<file path="src/rtl/decoder_scan_ctrl.sv">
// rtl/decoder_scan_ctrl.sv - select/enable sequencer for a 3-to-8 enable decoder
// Walks the captured channel mask with a programmable dwell and a one-cycle gap between channels.
module decoder_scan_ctrl #(
   parameter int DWELL_W = 8
) (
   input  logic               clk,
   input  logic               rst_n,
   input  logic               start,
   input  logic               stop,
   input  logic               mode_cont,
   input  logic [DWELL_W-1:0] dwell,
   input  logic [7:0]         mask,
   output logic [2:0]         sel,
   output logic               en,
   output logic               busy,
   output logic               step,
   output logic               done
);

   typedef enum logic [1:0] {IDLE, SCAN, GAP} state_t;

   state_t             state, state_nxt;
   logic [DWELL_W-1:0] cnt, cnt_nxt;
   logic [DWELL_W-1:0] cfg_d, cfg_d_nxt;
   logic [7:0]         cfg_mask, cfg_mask_nxt;
   logic               cfg_cont, cfg_cont_nxt;
   logic [2:0]         sel_nxt;
   logic               en_nxt, busy_nxt, step_nxt, done_nxt;
   logic [DWELL_W-1:0] dwell_eff;
   logic [3:0]         next_ch;

   function automatic logic [2:0] lowest_set(input logic [7:0] m);
      lowest_set = 3'd0;
      for (int i = 7; i >= 0; i--)
         if (m[i]) lowest_set = 3'(i);
   endfunction

   // {found, index} of the lowest set bit strictly above cur
   function automatic logic [3:0] next_set(input logic [7:0] m, input logic [2:0] cur);
      next_set = 4'd0;
      for (int i = 7; i >= 0; i--)
         if (m[i] && (3'(i) > cur)) next_set = {1'b1, 3'(i)};
   endfunction

   assign dwell_eff = (dwell == '0) ? DWELL_W'(1) : dwell;
   assign next_ch   = next_set(cfg_mask, sel);

   always_comb begin
      state_nxt    = state;
      cnt_nxt      = cnt;
      cfg_d_nxt    = cfg_d;
      cfg_mask_nxt = cfg_mask;
      cfg_cont_nxt = cfg_cont;
      sel_nxt      = sel;
      en_nxt       = en;
      busy_nxt     = busy;
      step_nxt     = 1'b0;
      done_nxt     = 1'b0;

      case (state)
         IDLE: begin
            sel_nxt  = 3'd0;
            en_nxt   = 1'b0;
            busy_nxt = 1'b0;
            if (start && !stop) begin
               if (mask == 8'd0) begin
                  done_nxt = 1'b1;
               end else begin
                  state_nxt    = SCAN;
                  cfg_mask_nxt = mask;
                  cfg_cont_nxt = mode_cont;
                  cfg_d_nxt    = dwell_eff;
                  cnt_nxt      = dwell_eff;
                  sel_nxt      = lowest_set(mask);
                  en_nxt       = 1'b1;
                  busy_nxt     = 1'b1;
                  step_nxt     = 1'b1;
               end
            end
         end
         SCAN: begin
            if (cnt > DWELL_W'(1)) begin
               cnt_nxt = cnt - DWELL_W'(1);
            end else if (next_ch[3]) begin
               state_nxt = GAP;
               cnt_nxt   = '0;
               en_nxt    = 1'b0;
               sel_nxt   = next_ch[2:0];
            end else if (cfg_cont) begin
               state_nxt = GAP;
               cnt_nxt   = '0;
               en_nxt    = 1'b0;
               sel_nxt   = lowest_set(cfg_mask);
            end else begin
               state_nxt = IDLE;
               cnt_nxt   = '0;
               en_nxt    = 1'b0;
               sel_nxt   = 3'd0;
               busy_nxt  = 1'b0;
               done_nxt  = 1'b1;
            end
         end
         GAP: begin
            state_nxt = SCAN;
            cnt_nxt   = cfg_d;
            en_nxt    = 1'b1;
            step_nxt  = 1'b1;
         end
         default: begin
            state_nxt = IDLE;
            en_nxt    = 1'b0;
            busy_nxt  = 1'b0;
            sel_nxt   = 3'd0;
         end
      endcase

      // abort overrides everything once a sweep is in progress
      if (stop && (state != IDLE)) begin
         state_nxt = IDLE;
         cnt_nxt   = '0;
         sel_nxt   = 3'd0;
         en_nxt    = 1'b0;
         busy_nxt  = 1'b0;
         step_nxt  = 1'b0;
         done_nxt  = 1'b0;
      end
   end

   always_ff @(posedge clk or negedge rst_n) begin
      if (!rst_n) begin
         state    <= IDLE;
         cnt      <= '0;
         cfg_d    <= '0;
         cfg_mask <= 8'd0;
         cfg_cont <= 1'b0;
         sel      <= 3'd0;
         en       <= 1'b0;
         busy     <= 1'b0;
         step     <= 1'b0;
         done     <= 1'b0;
      end else begin
         state    <= state_nxt;
         cnt      <= cnt_nxt;
         cfg_d    <= cfg_d_nxt;
         cfg_mask <= cfg_mask_nxt;
         cfg_cont <= cfg_cont_nxt;
         sel      <= sel_nxt;
         en       <= en_nxt;
         busy     <= busy_nxt;
         step     <= step_nxt;
         done     <= done_nxt;
      end
   end

endmodule

</file>
<file path="config.mk">
export PLATFORM = sky130hd
export DESIGN_NAME = decoder_scan_ctrl
export DESIGN_NICKNAME = d
export VERILOG_FILES = /design/src/rtl/decoder_scan_ctrl.sv
export SDC_FILE = /design/constraint.sdc
export NUM_CORES = 1
export LEC_CHECK = 0
export ABC_CLOCK_PERIOD_IN_PS = 2500
export CORE_ASPECT_RATIO = 1.75
export CORE_MARGIN = 1.5
export CORE_UTILIZATION = 55
export DETAILED_ROUTE_END_ITERATION = 10
export MAX_ROUTING_LAYER = met4
export PLACE_DENSITY = 0.86
export SLEW_MARGIN = 20
export SYNTH_ARGS = -nofsm -noshare
export SYNTH_HDL_FRONTEND = slang
export SYNTH_SLANG_ARGS = --single-unit
</file>
<file path="constraint.sdc">
create_clock -name clk -period 2.5 [get_ports clk]
set_input_delay 0.375 -clock clk [delete_from_list [all_inputs] [get_ports clk]]
set_output_delay 0.375 -clock clk [all_outputs]
set_load 0.1 [all_outputs]
</file>
==> metrics.cfg, run 1 <==
[cts]
cts_resized = 0
hold_buffers = 0
htree_levels = 2
post_cts_buffers = 0
cts_buffers = 5
cts_root_buf = clkbuf_8
insertion_delay_ps = 290
cts.sink_count = 34
clock_path_buffers = 2
clk_pin_slew_ps = 70
cts_tree = built

[power_and_ir_drop]
leakagePower_nw = 1.10
pwr-share-seq = 0.303
p_total_mw = 3.57
p_comb_frac = 0.557
pwr-share-clk = 0.140
vdd_drop_max_mv = 0.934
p_int_mw = 1.89
power.switching_mw = 1.68
powerDensity_mw_per_mm2 = 1360
switching_share = 0.470

[logic_synthesis]
synthTopCellsByArea = dfrtp_1 39%, mux2_2 7.7%, ha_1 3.4%, nand2_1 3.4%, nor2_1 3.3%
ys_seq_area_frac = 0.389
syn_area_per_cell_um2 = 9.20
synth_area_mm2 = 0.00219
synth_largest_area_cell = dfrtp_1
syn-num-nets = 265
yosysTopAreaCellShare = 0.389
async_flop_share = 1.00
synth_edf_count = 0
synth_ff_type = dfrtp_1
synth.distinct_cells = 58
ys_warn_count = 0
synth_seq_cells = 34
syn_inst = 238

[detailed_routing]
viasPerCell = 6.19
via_count = 1969
first_pass_iters = 4
ant_nets = 0
drc = 0
drt_iter0_markers = 66
wl_um = 5440
drt-wirelength-per-cell_um = 17.1

[global_route]
grtUsageTotal = 0.287
grt_pass1_vias = 2002
antenna_found_initial = 0
overflow = 0
grt_max_degree = 35
grt_pass1_wl_um = 9140

[timing]
maxClockFrequency_ghz = 0.447
finClkSkew_ps = 6.52
setup_viol = 0
finalCriticalPeriod_ps = 2240
tns_ps = 0
hold_ws_ps = 494
rsz0062_at_grt = false
slew-limit-headroom = 0.550
fin_ws_ps = 264
tightestPinTransition_ps = 669
hold_violations = 0
min_period_over_period = 0.895
maxSlewViolCount = 0

[cells_and_area]
syn_to_final_growth_pct = 19.5
multi_input_comb_area_mm2 = 0.00122
num-nets-final = 296
final_util = 0.684
final_cells = 318
seq_area_um2 = 851
num-fill-cells = 325
final_area_mm2 = 0.00262
antenna-diode-count = 0
drive_gt1_frac = 0.163
final_cell_mix = 34 x dfrtp_1, 20 x nand2_1, 20 x clkdlybuf4s50_1
final_common_cell = dfrtp_1

[floorplanning]
fp.dieArea_mm2 = 0.00438
die-height_um = 86.5
io_pins = 28
die_w_um = 50.7
initial_core_util = 0.572
rows = 30
core_mm2 = 0.00383

[job]
maxCapViolCount = 0

[place]
post_dp_cell_area_mm2 = 0.00251
place_congestion = 0.954
dp.cells = 310
dpl.hpwl_um = 4070
io_buffers = 27
dp_slack_ps = 254

[hold_path]
hp-class = primary input to async pin

[worst_setup_path]
crit_fanout = 5
worst-path-buf-inv = 1
crit_family = simple AND/OR/NAND/NOR gates
arrival_ps = 2410
critical_path_class = flip-flop to flip-flop
crit_required_ps = 2670
crit_path_start_kind = flip-flop
rrSetupSlack_ps = 260
cp_slowest_cell = nor4_1
end_kind = flip-flop
max_stage_delay_ps = 590
crit_chain = inv_1 > ha_1 > o21bai_1 > nor4_1 > nor2b_1 > a31o_1 > a32o_1

[outcome]
status = finished, final reports clean

[Yosys cell counts, types with 2 or more instances]
| cell type | number |
|---|---|
| nor4_2 | 2 |
| nand2b_1 | 4 |
| a21oi_1 | 10 |
| nand3_1 | 5 |
| buf_2 | 4 |
| dfrtp_1 | 34 |
| or4_1 | 2 |
| o21bai_1 | 2 |
| a31oi_1 | 2 |
| o31ai_1 | 3 |
| o21ai_1 | 7 |
| nor2_1 | 19 |
| mux2i_1 | 2 |
| o211ai_1 | 8 |
| a32oi_1 | 2 |
| a21o_1 | 3 |
| and2_1 | 4 |
| mux2_2 | 15 |
| nor3_1 | 9 |
| a211oi_1 | 3 |
| inv_1 | 15 |
| clkbuf_1 | 6 |
| nor4_1 | 3 |
| nor2b_1 | 4 |
| o311ai_1 | 2 |
| a32o_1 | 3 |
| nand2_1 | 20 |
| o21ai_0 | 9 |
| ha_1 | 6 |
| a22oi_1 | 2 |
[worst reg2reg max path: cells and delay by family (launching register included)]
family / cells / cell delay [ps]
AND/OR/NAND/NOR: 2 / 790
AO/OA/AOI/OAI: 3 / 570
flip-flops: 1 / 420
adder cells (fa/ha/maj): 1 / 230
buffers and inverters: 1 / 110
[layer usage]
layer | part of all wire | wire (um) | GRT usage | up-vias
met5 | 0 | 0 | - | -
met4 | 0.050 | 274 | 0.170 | 0
met3 | 0.039 | 212 | 0.0414 | 24
met2 | 0.56 | 3070 | 0.519 | 68
met1 | 0.35 | 1890 | 0.282 | 939
li1 | - | - | - | 938
[cells by family after synthesis]
family                   after synthesis  synth area share
AND/OR/NAND/NOR                       78             0.183
AO/OA/AOI/OAI                         75             0.250
flip-flops                            34             0.389
buffers and inverters                 27            0.0537
multiplexers                          17            0.0863
adder cells (fa/ha/maj)                6            0.0343
XOR/XNOR                               1           0.00400
[cell type report]
class / instances / share of cell area
repair buffers: 36 / 0.122
clock buffers: 5 / 0.0263
well taps: 48 / 0.0229
flip-flops and latches: 34 / 0.325
multi-input cells: 177 / 0.467
clock inverters: 3 / 0.0153
inverters: 15 / 0.0215
[power by group through the flow]
| stage | logic, mW | clock network, mW | registers, mW |
|---|---|---|---|
| final | 1.99 | 0.500 | 1.08 |
| after global routing | 2.18 | 0.524 | 1.12 |
| after CTS | 1.98 | 0.501 | 1.08 |
| after detailed placement | 1.95 | 0 | 1.08 |
| after global placement | 1.93 | 0 | 1.07 |
| after floorplan | 1.32 | 0 | 1.24 |
[state kept, by name, indices dropped and copies added (netlist names), 2 cells and up]
name	cells
state	2
cfg_mask	8
sel	3
cfg_d	8
cnt	8
[path summary, 6_finish.rpt]
check / startpoint / endpoint / cells after the start
max: cnt[0] / cnt[4] / 7
min: rst_n / cfg_mask[5] / 2
max reg2reg: cnt[0] / cnt[4] / 7
min reg2reg: cfg_d[5] / cfg_d[5] / 1
max in group asynchronous: rst_n / state[1] / 2
min in group clk: cfg_d[5] / cfg_d[5] / 1
Note: power is estimated with default switching activity, not from simulation.
==> run 2, diff against run 1 <==
Settings changed: CORE_UTILIZATION 55 to 63, DONT_BUFFER_PORTS set to 1, REMOVE_ABC_BUFFERS set to 1.
==> run 2 against run 1 <==
Worst setup slack worse by 2.7 ps. Global-route usage is 3.4 points higher. Wire length is 0.57% higher. Via count is 3.2% lower. Clock-buffer cell count is 2 higher. Flip-flop and latch count stayed put. Critical endpoint is now cnt[7]. Largest cell class unchanged.
==> metrics.cfg, run 2 (synthesized netlist as in run 1, its figures left out) <==
[global_route]
grtUsageTotal = 0.321  ; +0.0340
overflow = 0  ; unchanged
grt_max_degree = 35  ; unchanged
antenna_found_initial = 0  ; unchanged
grt_pass1_wl_um = 8470  ; -7.3%
grt_pass1_vias = 1869  ; -6.6%

[worst_setup_path]
arrival_ps = 2420  ; about the same
r2r-start = state[0]
reg2reg_to = cnt[7]
end_kind = flip-flop
critical_path_class = flip-flop to flip-flop
crit_path_start_kind = flip-flop
crit_fanout = 8  ; +3
reg2regPathDepth = 7  ; unchanged
crit_required_ps = 2680  ; about the same
rrSetupSlack_ps = 260  ; about the same

[power_and_ir_drop]
vdd_drop_max_mv = 1.04  ; +12%
p_comb_frac = 0.532  ; -0.025
p_total_mw = 3.40  ; -4.7%
power.switching_mw = 1.66  ; -1.2%
switching_share = 0.487  ; +0.0172
p_int_mw = 1.74  ; -7.7%
leakagePower_nw = 0.988  ; -10%
pwr-share-clk = 0.123  ; -0.017
pwr-share-seq = 0.345  ; +0.042
powerDensity_mw_per_mm2 = 1440  ; +5.5%

[timing]
rsz0062_at_grt = false
finClkSkew_ps = 5.96  ; -0.553 ps
tns_ps = 0  ; unchanged
hold_violations = 0  ; unchanged
finalCriticalPeriod_ps = 2240  ; +2.74 ps
min_period_over_period = 0.896  ; +0.00110
maxClockFrequency_ghz = 0.447  ; -0.12%
setup_viol = 0  ; unchanged
maxSlewViolCount = 0  ; unchanged
slew-limit-headroom = 0.400  ; -0.150
tightestPinTransition_ps = 899  ; +231 ps

[cts]
clock_path_buffers = 2  ; unchanged
htree_levels = 2  ; unchanged
cts_tree = built
cts.sink_count = 34  ; unchanged
insertion_delay_ps = 290  ; about the same
hold_buffers = 2  ; +2
clk_pin_slew_ps = 70  ; about the same
cts_resized = 0  ; unchanged
cts_buffers = 5  ; unchanged
cts_root_buf = clkbuf_8
post_cts_buffers = 0  ; unchanged

[detailed_routing]
drc = 0  ; unchanged
ant_nets = 0  ; unchanged
first_pass_iters = 4  ; unchanged
via_count = 1906  ; -3.2%
viasPerCell = 6.60  ; +6.5%
drt_iter0_markers = 67  ; +1.5%
drt-wirelength-per-cell_um = 18.9  ; +11%
wl_um = 5470  ; +0.57%

[cells_and_area]
num-fill-cells = 283  ; -13%
num-nets-final = 270  ; -8.8%
final_cell_mix = 34 x dfrtp_1, 20 x nand2_1, 19 x nor2_1
top_regs = cfg_d (8), cfg_mask (8), cnt (8)
final_common_cell = dfrtp_1
syn_to_final_growth_pct = 8.06
final_util = 0.703  ; +0.0198
antenna-diode-count = 0  ; unchanged
drive_gt1_frac = 0.148  ; -0.0154

[outcome]
status = finished, final reports clean

[place]
place_congestion = 0.919  ; -3.6%
dpl.hpwl_um = 4070  ; about the same
io_buffers = 0  ; -100%

[floorplanning]
fp.dieArea_mm2 = 0.00385  ; -12%
rows = 28  ; -6.7%
die_w_um = 47.6  ; -6.2%
initial_core_util = 0.651  ; +0.0791
core_mm2 = 0.00336  ; -12%
io_pins = 28  ; unchanged
die-height_um = 81.0  ; -6.3%

[hold_path]
hp-class = primary input to flip-flop
holdCritStartpoint = mask[4]
min_path_cells = 2
worstHoldEndpoint = cfg_mask[4]

[job]
maxCapViolCount = 0  ; unchanged

==> run 2: cell types whose count changed in the layout (fill, tap and decap cells not counted) <==
| cell | delta |
|---|---|
| buf_12 | +1 |
| buf_4 | -8 |
| bufinv_16 | -1 |
| clkbuf_1 | +1 |
| clkbuf_8 | +1 |
| clkdlybuf4s50_1 | -20 |
| clkinv_2 | -1 |
| dlygate4sd3_1 | +1 |
==> run 2: worst max-delay path by stage <==
stage / from / to / slack [ps] / cells past startpoint
2_1_floorplan: cnt[0] / busy / 190 / 7
3_3_place_gp: cnt[0] / cnt[7] / 350 / 8
3_5_place_dp: state[0] / cnt[7] / 300 / 7
4_1_cts: state[0] / cnt[7] / 280 / 7
5_1_grt: state[0] / cnt[7] / 90 / 7
6_report: state[0] / cnt[7] / 260 / 7
==> run 2: power groups by stage <==
stage / combinational, mW / clock, mW / sequential [mW]
global route: 1.98 / 0.447 / 1.20
floorplan: 1.23 / 0 / 1.26
CTS: 1.80 / 0.421 / 1.16
detailed placement: 1.77 / 0 / 1.17
finish: 1.81 / 0.419 / 1.17
global placement: 1.73 / 0 / 1.16
==> run 2: area by class of cell <==
cell class	instances	area [um2]	area share
well taps	45	56.3	0.0238
flip-flops and latches	34	851	0.360
inverters	15	56.3	0.0238
clock inverters	1	5.00	0.00212
clock buffers	7	86.3	0.0365
repair buffers	10	90.1	0.0381
multi-input cells	177	1220	0.516
==> run 2: worst max-delay path, stage by stage, from the launching register on <==
cell and delay (ps):
dfrtp_1 430, inv_1 120, ha_1 290, and3b_1 290
a21boi_4 290, o21bai_1 340, o21ai_1 150, a32o_1 230
==> run 2: per-stage QoR <==
stage	hold slack [ps]	worst slack, ps	cell area, um2	cells
2_1_floorplan	79.4	185	2130	226
3_3_place_gp	80.0	347	2240	279
3_5_place_dp	79.8	297	2240	279
4_1_cts	204	281	2370	289
5_1_grt	204	87.4	2370	289
6_report	204	261	2370	289
==> run 2: per-layer routing <==
metal | wire length [um] | track usage | vias to the layer above
met5 | 0 | - | -
met4 | 191 | 0.151 | 0
met3 | 243 | 0.0733 | 19
met2 | 3170 | 0.578 | 58
met1 | 1870 | 0.297 | 935
li1 | - | - | 894
